--- src/rtl/fb_fwd_ctrl_pkg.sv ---
// -----------------------------------------------------------------------------
// fb_fwd_ctrl_pkg
// Shared definitions for the forwarding / hazard controller:
//   - forwarding mux select codes (register file, EX/MEM ALU result, MEM/WB data)
//   - controller FSM state encodings
//   - pipeline stage record types
// -----------------------------------------------------------------------------
package fb_fwd_ctrl_pkg;

  localparam logic [1:0] FB_FWD_REG = 2'b00;  // operand from register file
  localparam logic [1:0] FB_FWD_ALU = 2'b10;  // operand from EX/MEM ALU result
  localparam logic [1:0] FB_FWD_MEM = 2'b01;  // operand from MEM/WB data

  typedef enum logic [1:0] {
    FB_ST_RUN      = 2'd0,
    FB_ST_LU_STALL = 2'd1,
    FB_ST_MEM_WAIT = 2'd2
  } fb_state_t;

  // Record carried by EX and MEM
  typedef struct packed {
    logic       valid;
    logic [4:0] rd;
    logic       regwrite;
    logic       memread;
  } fb_rec_t;

  // Write-back only ever forwards; whether the result came from a load no
  // longer matters once it reaches WB, so that bit is not kept there.
  typedef struct packed {
    logic       valid;
    logic [4:0] rd;
    logic       regwrite;
  } fb_wb_rec_t;

endpackage

--- src/rtl/fb_fwd_ctrl_cmp.sv ---
// -----------------------------------------------------------------------------
// fb_fwd_cmp
// Forwarding select for one EX source operand.
// Ports:
//   rs                               : EX-stage source register index
//   mem_valid/mem_regwrite/mem_rd    : MEM-stage record
//   wb_valid/wb_regwrite/wb_rd       : WB-stage record
//   sel                              : 2-bit mux select (REG / ALU / MEM)
// The younger producer (MEM) wins over the older one (WB); x0 never forwards.
// -----------------------------------------------------------------------------
module fb_fwd_cmp
  import fb_fwd_ctrl_pkg::*;
(
  input  logic [4:0] rs,
  input  logic       mem_valid,
  input  logic       mem_regwrite,
  input  logic [4:0] mem_rd,
  input  logic       wb_valid,
  input  logic       wb_regwrite,
  input  logic [4:0] wb_rd,
  output logic [1:0] sel
);

  logic w_mem_hit;
  logic w_wb_hit;

  assign w_mem_hit = mem_valid && mem_regwrite && (mem_rd != 5'd0) && (mem_rd == rs);
  assign w_wb_hit  = wb_valid  && wb_regwrite  && (wb_rd  != 5'd0) && (wb_rd  == rs);

  always_comb begin
    sel = FB_FWD_REG;
    if (w_mem_hit)     sel = FB_FWD_ALU;
    else if (w_wb_hit) sel = FB_FWD_MEM;
  end

endmodule

--- src/rtl/fb_fwd_ctrl.sv ---
// -----------------------------------------------------------------------------
// fb_fwd_ctrl
// Forwarding and hazard controller for a 5-stage in-order pipeline.
// Tracks EX/MEM/WB stage records and produces:
//   fwd_a_sel/fwd_b_sel : EX operand forwarding selects (combinational)
//   stall_if/stall_id   : hold PC and IF/ID
//   freeze              : hold every pipeline register (load waiting on memory)
//   bubble_ex           : inject a NOP into ID/EX (load-use hazard)
//   lu_stall_cnt        : saturating count of load-use stall cycles
// Inputs: clk, rst_n (sync, active-low), ID-stage instruction fields,
//   mem_ready (load in MEM has completed), branch_flush (EX redirect).
// Priority: freeze > branch_flush > load-use.
// -----------------------------------------------------------------------------
module fb_fwd_ctrl
  import fb_fwd_ctrl_pkg::*;
#(
  parameter int CNT_W = 16
) (
  input  logic             clk,
  input  logic             rst_n,
  input  logic             id_valid,
  input  logic [4:0]       id_rs1,
  input  logic [4:0]       id_rs2,
  input  logic [4:0]       id_rd,
  input  logic             id_regwrite,
  input  logic             id_memread,
  input  logic             mem_ready,
  input  logic             branch_flush,
  output logic [1:0]       fwd_a_sel,
  output logic [1:0]       fwd_b_sel,
  output logic             stall_if,
  output logic             stall_id,
  output logic             freeze,
  output logic             bubble_ex,
  output logic [CNT_W-1:0] lu_stall_cnt
);

  fb_state_t        r_state;
  fb_rec_t          r_ex;
  logic [4:0]       r_ex_rs1;
  logic [4:0]       r_ex_rs2;
  fb_rec_t          r_mem;
  fb_wb_rec_t       r_wb;
  logic [CNT_W-1:0] r_cnt;

  logic       w_frz;
  logic       w_ex_hit;
  logic       w_lu;
  logic [1:0] w_sel_a;
  logic [1:0] w_sel_b;

  // A load sitting in MEM without its data holds the whole pipe.
  assign w_frz = r_mem.valid && r_mem.memread && !mem_ready;

  assign w_ex_hit = r_ex.valid && r_ex.memread && (r_ex.rd != 5'd0) &&
                    ((r_ex.rd == id_rs1) || (r_ex.rd == id_rs2));

  // Freeze and flush both mask the load-use hazard.
  assign w_lu = id_valid && w_ex_hit && !w_frz && !branch_flush;

  fb_fwd_cmp u_cmp_a (
    .rs           (r_ex_rs1),
    .mem_valid    (r_mem.valid),
    .mem_regwrite (r_mem.regwrite),
    .mem_rd       (r_mem.rd),
    .wb_valid     (r_wb.valid),
    .wb_regwrite  (r_wb.regwrite),
    .wb_rd        (r_wb.rd),
    .sel          (w_sel_a)
  );

  fb_fwd_cmp u_cmp_b (
    .rs           (r_ex_rs2),
    .mem_valid    (r_mem.valid),
    .mem_regwrite (r_mem.regwrite),
    .mem_rd       (r_mem.rd),
    .wb_valid     (r_wb.valid),
    .wb_regwrite  (r_wb.regwrite),
    .wb_rd        (r_wb.rd),
    .sel          (w_sel_b)
  );

  // Outputs are forced quiet while reset is held, even before the first edge
  // has cleared the records.
  assign fwd_a_sel    = rst_n ? w_sel_a : FB_FWD_REG;
  assign fwd_b_sel    = rst_n ? w_sel_b : FB_FWD_REG;
  assign freeze       = rst_n && w_frz;
  assign stall_if     = rst_n && (w_frz || w_lu);
  assign stall_id     = rst_n && (w_frz || w_lu);
  assign bubble_ex    = rst_n && w_lu;
  assign lu_stall_cnt = r_cnt;

  always_ff @(posedge clk) begin
    if (!rst_n) begin
      r_state  <= FB_ST_RUN;
      r_ex     <= '0;
      r_ex_rs1 <= '0;
      r_ex_rs2 <= '0;
      r_mem    <= '0;
      r_wb     <= '0;
      r_cnt    <= '0;
    end else begin
      // Exactly one LU_STALL cycle follows each accepted load-use hazard.
      if ((r_state == FB_ST_LU_STALL) && (r_cnt != {CNT_W{1'b1}}))
        r_cnt <= r_cnt + CNT_W'(1);

      if (w_frz) begin
        r_state <= FB_ST_MEM_WAIT;
      end else begin
        r_wb  <= '{valid: r_mem.valid, rd: r_mem.rd, regwrite: r_mem.regwrite};
        r_mem <= r_ex;
        // Flush kills the incoming ID instruction; load-use replaces it with
        // a bubble while IF/ID hold it for one more cycle.
        if (branch_flush || w_lu) begin
          r_ex     <= '0;
          r_ex_rs1 <= '0;
          r_ex_rs2 <= '0;
        end else begin
          r_ex     <= '{valid: id_valid, rd: id_rd, regwrite: id_regwrite,
                        memread: id_memread};
          r_ex_rs1 <= id_rs1;
          r_ex_rs2 <= id_rs2;
        end
        r_state <= w_lu ? FB_ST_LU_STALL : FB_ST_RUN;
      end
    end
  end

endmodule

--- config.mk ---
export PLATFORM = sky130hd
export DESIGN_NAME = fb_fwd_ctrl
export DESIGN_NICKNAME = d
export VERILOG_FILES = /design/src/rtl/fb_fwd_ctrl_pkg.sv /design/src/rtl/fb_fwd_ctrl_cmp.sv /design/src/rtl/fb_fwd_ctrl.sv
export SDC_FILE = /design/constraint.sdc
export NUM_CORES = 1
export LEC_CHECK = 0
export CAP_MARGIN = 20
export CELL_PAD_IN_SITES_DETAIL_PLACEMENT = 0
export CELL_PAD_IN_SITES_GLOBAL_PLACEMENT = 1
export CORE_MARGIN = 2
export CORE_UTILIZATION = 40
export CTS_BUF_LIST = sky130_fd_sc_hd__clkbuf_4 sky130_fd_sc_hd__clkbuf_8
export DETAILED_ROUTE_END_ITERATION = 16
export HOLD_SLACK_MARGIN = 0.03
export PLACE_DENSITY_LB_ADDON = 0.2
export SLEW_MARGIN = 15
export SYNTH_ARGS = -nofsm -noshare
export SYNTH_HDL_FRONTEND = slang
export SYNTH_SLANG_ARGS = --single-unit
--- constraint.sdc ---
create_clock -name clk -period 2.45 [get_ports clk]
set_input_delay 0.6125 -clock clk [delete_from_list [all_inputs] [get_ports clk]]
set_output_delay 0.6125 -clock clk [all_outputs]
set_load 0.02 [all_outputs]
# Word level (Yosys, flattened, before mapping)
# Index checks and enable logic that the tools add are counted.
dict set report word_totals {
  regBits 51
  inputBits 22
}
dict set report classes {
  add_sub_neg 1
  eq_ne 8
  n_mux 11
  n_bitwise 1
  n_reduce_logical 30
}
# op count
set op_table {}
lappend op_table {{5-bit == test} 6}
lappend op_table {{1-bit logical AND} 20}
lappend op_table {{16-bit by 1-bit adder with 16-bit output (second input constant)} 1}
lappend op_table {{16-bit inequality test (second input constant)} 1}
lappend op_table {{5-bit nonzero test} 3}
lappend op_table {{2-bit 2-to-1 mux} 5}
lappend op_table {{5-bit 2-to-1 mux} 2}
lappend op_table {{8-bit 2-to-1 mux} 1}
lappend op_table {{1-bit logical NOT} 3}
lappend op_table {{1-bit logical OR} 3}
lappend op_table {{1-bit 2-to-1 mux} 3}
lappend op_table {{2-bit by 1-bit == test with 1-bit output (second input constant)} 1}
lappend op_table {{2-bit OR reduction} 1}
lappend op_table {{1-bit inverter} 1}

# Longest topological paths before layout
dict set report logic_depth {
  depth_word 8
  ltp_mapped 6
}

# Hierarchy
# A second synthesis with hierarchy kept.
dict set report unflattened {
  hier_cells 314
  hier_area_um2 2656.3
}
# mod instances cells_per_inst area_each_um2 seq_area_each_um2
set by_module_without_submodules {}
lappend by_module_without_submodules {fb_fwd_ctrl 1 274 2326.0 1021.0}
lappend by_module_without_submodules {fb_fwd_cmp 2 20 165.2 0.0}

# Least setup slack after synthesis
# Ideal clock, no wire load.
dict set report synth_path {
  path_kind {input-to-output}
  start {input id_rs1[4]}
  end {output bubble_ex}
  arrival_ns 1.821
  required_time_ns 1.837
  setup_slack_ns 0.017
  cell_stages 5
  n_path_buf 1
  path_cell_list {xnor2_1 nand3_1 o22ai_1 clkbuf_1 nor3b_1}
}
dict set report synth_between {
  elab_chain_len 7
}
# item line
set synth_rtl {}
lappend synth_rtl {{start, declared} fb_fwd_ctrl.sv:22} ;# input logic [4:0] id_rs1,
lappend synth_rtl {{5-bit == test} fb_fwd_ctrl.sv:56} ;# ((r_ex.rd == id_rs1) || (r_ex.rd == id_rs2));
lappend synth_rtl {{1-bit logical OR} fb_fwd_ctrl.sv:56}
lappend synth_rtl {{1-bit logical AND} fb_fwd_ctrl.sv:55} ;# assign w_ex_hit = r_ex.valid && r_ex.memread && (r_ex.rd != 5'd0) &&
lappend synth_rtl {{1-bit logical AND (3 in series)} fb_fwd_ctrl.sv:59} ;# assign w_lu = id_valid && w_ex_hit && !w_frz && !branch_flush;
lappend synth_rtl {{1-bit logical AND} fb_fwd_ctrl.sv:90} ;# assign bubble_ex = rst_n && w_lu;
lappend synth_rtl {{end, declared} fb_fwd_ctrl.sv:34} ;# output logic bubble_ex,
# No other way between the ends.

# Worst setup path after layout
dict set report layout_path {
  start {register r_mem[2] in the netlist's numbering}
  end {output fwd_a_sel[0]}
}
dict set report layout_between {
  elab_chain_len 5
}
# item line
set layout_rtl {}
lappend layout_rtl {{start, declared} fb_fwd_ctrl.sv:42} ;# fb_rec_t r_mem;
lappend layout_rtl {{start signal, assigned} fb_fwd_ctrl.sv:111} ;# r_mem <= r_ex;
lappend layout_rtl {{5-bit nonzero test} fb_fwd_ctrl_cmp.sv:27} ;# assign w_mem_hit = mem_valid && mem_regwrite && (mem_rd != 5'd0) && (mem_rd == rs);
lappend layout_rtl {{1-bit logical AND} fb_fwd_ctrl_cmp.sv:27}
lappend layout_rtl {{1-bit logical AND *} fb_fwd_ctrl_cmp.sv:27}
lappend layout_rtl {{2-bit 2-to-1 mux *} fb_fwd_ctrl_cmp.sv:32} ;# if (w_mem_hit) sel = FB_FWD_ALU;
lappend layout_rtl {{2-bit 2-to-1 mux *} fb_fwd_ctrl.sv:85} ;# assign fwd_a_sel = rst_n ? w_sel_a : FB_FWD_REG;
lappend layout_rtl {{end, declared} fb_fwd_ctrl.sv:29} ;# output logic [1:0] fwd_a_sel,
# Mark *: on every way between the ends. The rest lies on a longest branch, timed or not.

==> results.json <==
{
  "drc": 0,
  "drt_first_pass_iters": 4,
  "leakagePower_nw": 1.422,
  "grt_pass1_vias": 2543,
  "worst_setup_path_end_kind": "primary output",
  "rsz0062_at_grt": "yes",
  "grt_pass1_wl_um": 12290,
  "core_um2": 6386,
  "synth_area_leader_cell": "dfxtp_1",
  "tightest_slew_ps": 583.7,
  "gp_congestion": 0.8282,
  "wl_per_cell_um": 14.99,
  "async_reset_ff_share_pct": 0,
  "post-dp-hpwl_um": 5217,
  "die_x_um": 85.63,
  "start_kind": "flip-flop",
  "slowest_delay_ps": 540,
  "violations": "negative setup slack",
  "skew_ps": 5.561,
  "drv_slew": 0,
  "vias": 2615,
  "nNetsFinal": 429,
  "synth_warnings": 0,
  "power_density_nw_per_um2": 467.4,
  "syn_inst": 318,
  "drt-initial-drc-count": 180,
  "setup_tns_ps": -215.1,
  "crit_fanout": 2,
  "synth_edf_count": 0,
  "vdd_drop_max_mv": 0.2853,
  "netlist_area_um2": 2665,
  "final_common_cell": "nand2_1",
  "cp.arrival_ps": 1920,
  "ios": 46,
  "clk_latency_ps": 300,
  "finalWorstSetupSlack_ps": -85.67,
  "layout-drive-gt1-share_pct": 21.87,
  "crit_slowest_cell": "or4_4",
  "synth_cell_type_count": 48,
  "grt-busiest-layer": "met2",
  "final.min_clock_period_ps": 2536,
  "cts_tree": "built",
  "maxCapViolCount": 0,
  "wirelength_um": 7254,
  "dp.cells": 472,
  "h-tree-depth": 2,
  "clock_path_buffers": 2,
  "viasPerCell": 5.403,
  "synth_area_per_cell_um2": 8.381,
  "total_power_mw": 1.722,
  "met2_usage_pct": 31.53,
  "final_cells": 484,
  "grt_util_met3_pct": 3.561,
  "synth-seq-cells": 51,
  "port_buffers": 45,
  "root_buffer": "clkbuf_8",
  "synth_top_area_share_pct": 38.31,
  "initial_utilization_pct": 41.73,
  "ant_nets": 0,
  "cts_buffers": 5,
  "grt_use_met1_pct": 30.49,
  "status": "finished, violations left",
  "worstPathCellList": "or4_4 -> o211ai_4 -> buf_4 -> nor4_2 -> nor3_1 -> buf_2",
  "cts_hold_buf": 0,
  "slew_headroom_pct": 61.01,
  "fin_crit_sh_pct": 103.5,
  "setup_viol": 3,
  "syn_nets": 341,
  "mostFrequentLayoutCells": "nand2_1, buf_4, dfxtp_1, clkdlybuf4s50_1, a21oi_1",
  "crit_type": "reg2out",
  "antenna_cells": 0,
  "yosysSeqAreaShare_pct": 38.31,
  "worstReg2RegStart": "lu_stall_cnt[1]$_SDFFE_PN0P_",
  "clock_sinks": 51,
  "hp-class": "reg2reg",
  "hold_viol": 0,
  "place_ws_ps": -769.7,
  "required_ps": 1840,
  "antenna_found_initial": 0,
  "track_usage_pct": 20.95,
  "area_growth_pct": 38.26,
  "grt_overflow_total": 0,
  "grt_max_degree": 27,
  "num_rows": 29,
  "ys_top_cells_by_area": "dfxtp_1, nand2_1, a32oi_1",
  "fillers": 604,
  "synth_flop_cell": "dfxtp_1",
  "path_clk_slew_ps": 90,
  "die_y_um": 85.63,
  "fmax_ghz": 0.3944,
  "min_from": "r_wb[6]$_SDFFE_PN0N_",
  "dieArea_um2": 7332,
  "crit_start": "r_mem[2]$_SDFFE_PN0N_"
}
## cell families after synthesis
group           count (synthesis)  share of synthesized area (%)
buf+inv                        22                          4.084
mux                             9                          3.380
fa+ha+maj                       1                         0.4694
flops                          51                          38.31
simple gates                  131                          25.40
compound gates                 74                          18.50
xor+xnor                       30                          9.859
## power by group
| group | internal (mW) | switching (mW) | leakage (nW) |
|---|---|---|---|
| clock | 0.257 | 0.283 | 0.0505 |
| sequential | 0.864 | 0.0331 | 0.418 |
| combinational | 0.150 | 0.134 | 0.954 |
| total | 1.27 | 0.451 | 1.42 |
## critical path: cells and delay by family, from the launching register on
kind / cells / cell delay, ps
AND/OR/NAND/NOR: 3 / 750
buffers and inverters: 2 / 330
flip-flops: 1 / 320
AO/OA/AOI/OAI: 1 / 220
## per-stage QoR
step	hold WS (ps)	area, um2	utilization, %
global route	489.7	3685	57.70
global placement	441.0	3510	54.96
detailed placement	451.4	3510	54.96
finish	473.9	3685	57.70
CTS	477.0	3666	57.41
floorplan	432.2	2665	-
## state kept, by name, indices dropped and copies added (netlist names)
register / cells
r_wb: 7
r_state: 2
r_ex: 8
r_mem: 8
r_ex_rs2: 5
lu_stall_cnt: 16
r_ex_rs1: 5
## what timing repair did
action                     4_1_cts  5_1_grt
setup buffers                    3        1
pin swaps                        8        5
setup endpoints to repair        8        4
resized for setup               64        3
## synth_stat cells, types with 2 or more instances
| cell | number |
|---|---|
| buf_6 | 2 |
| and2_1 | 4 |
| nand4_1 | 7 |
| or4_1 | 5 |
| o21ai_1 | 6 |
| nor2_1 | 10 |
| inv_1 | 3 |
| buf_2 | 5 |
| nor4_1 | 5 |
| nor3b_1 | 2 |
| dfxtp_1 | 51 |
| clkbuf_1 | 8 |
| nand2_1 | 63 |
| nor3_1 | 3 |
| o211ai_2 | 2 |
| a31oi_1 | 2 |
| nand2b_1 | 10 |
| and3_1 | 4 |
| o31ai_1 | 2 |
| nand3_1 | 7 |
| and4_1 | 2 |
| buf_1 | 2 |
| a21oi_1 | 20 |
| xnor2_1 | 18 |
| a32oi_1 | 18 |
| mux2i_1 | 9 |
| a211oi_1 | 4 |
| o21ai_0 | 13 |
| xor2_1 | 12 |
## per-layer routing
metal | vias up | part of all wire [%]
met4 | 0 | 1.7
li1 | 1325 | -
met2 | 53 | 44
met3 | 9 | 4.0
met1 | 1228 | 51
met5 | - | 0
## path summary, 6_finish.rpt
kind,to,slack (ps),cells after the start
hold reg to reg,r_wb[6]$_SDFFE_PN0N_,470,2
setup reg to reg,lu_stall_cnt[1]$_SDFFE_PN0P_,470,5
hold / removal,r_wb[6]$_SDFFE_PN0N_,470,2
setup / recovery,fwd_a_sel[0],-90,6
## layout make-up
cell class	instances	area, um2	share of cell area, %
repair buffers	100	847.1	22.99
inverters	3	11.26	0.3056
multi-input cells	245	1602	43.46
well taps	77	96.34	2.615
clock inverters	1	7.507	0.2037
clock buffers	7	96.34	2.615
flip-flops and latches	51	1025	27.81
Note: power is estimated with default switching activity, not from simulation.
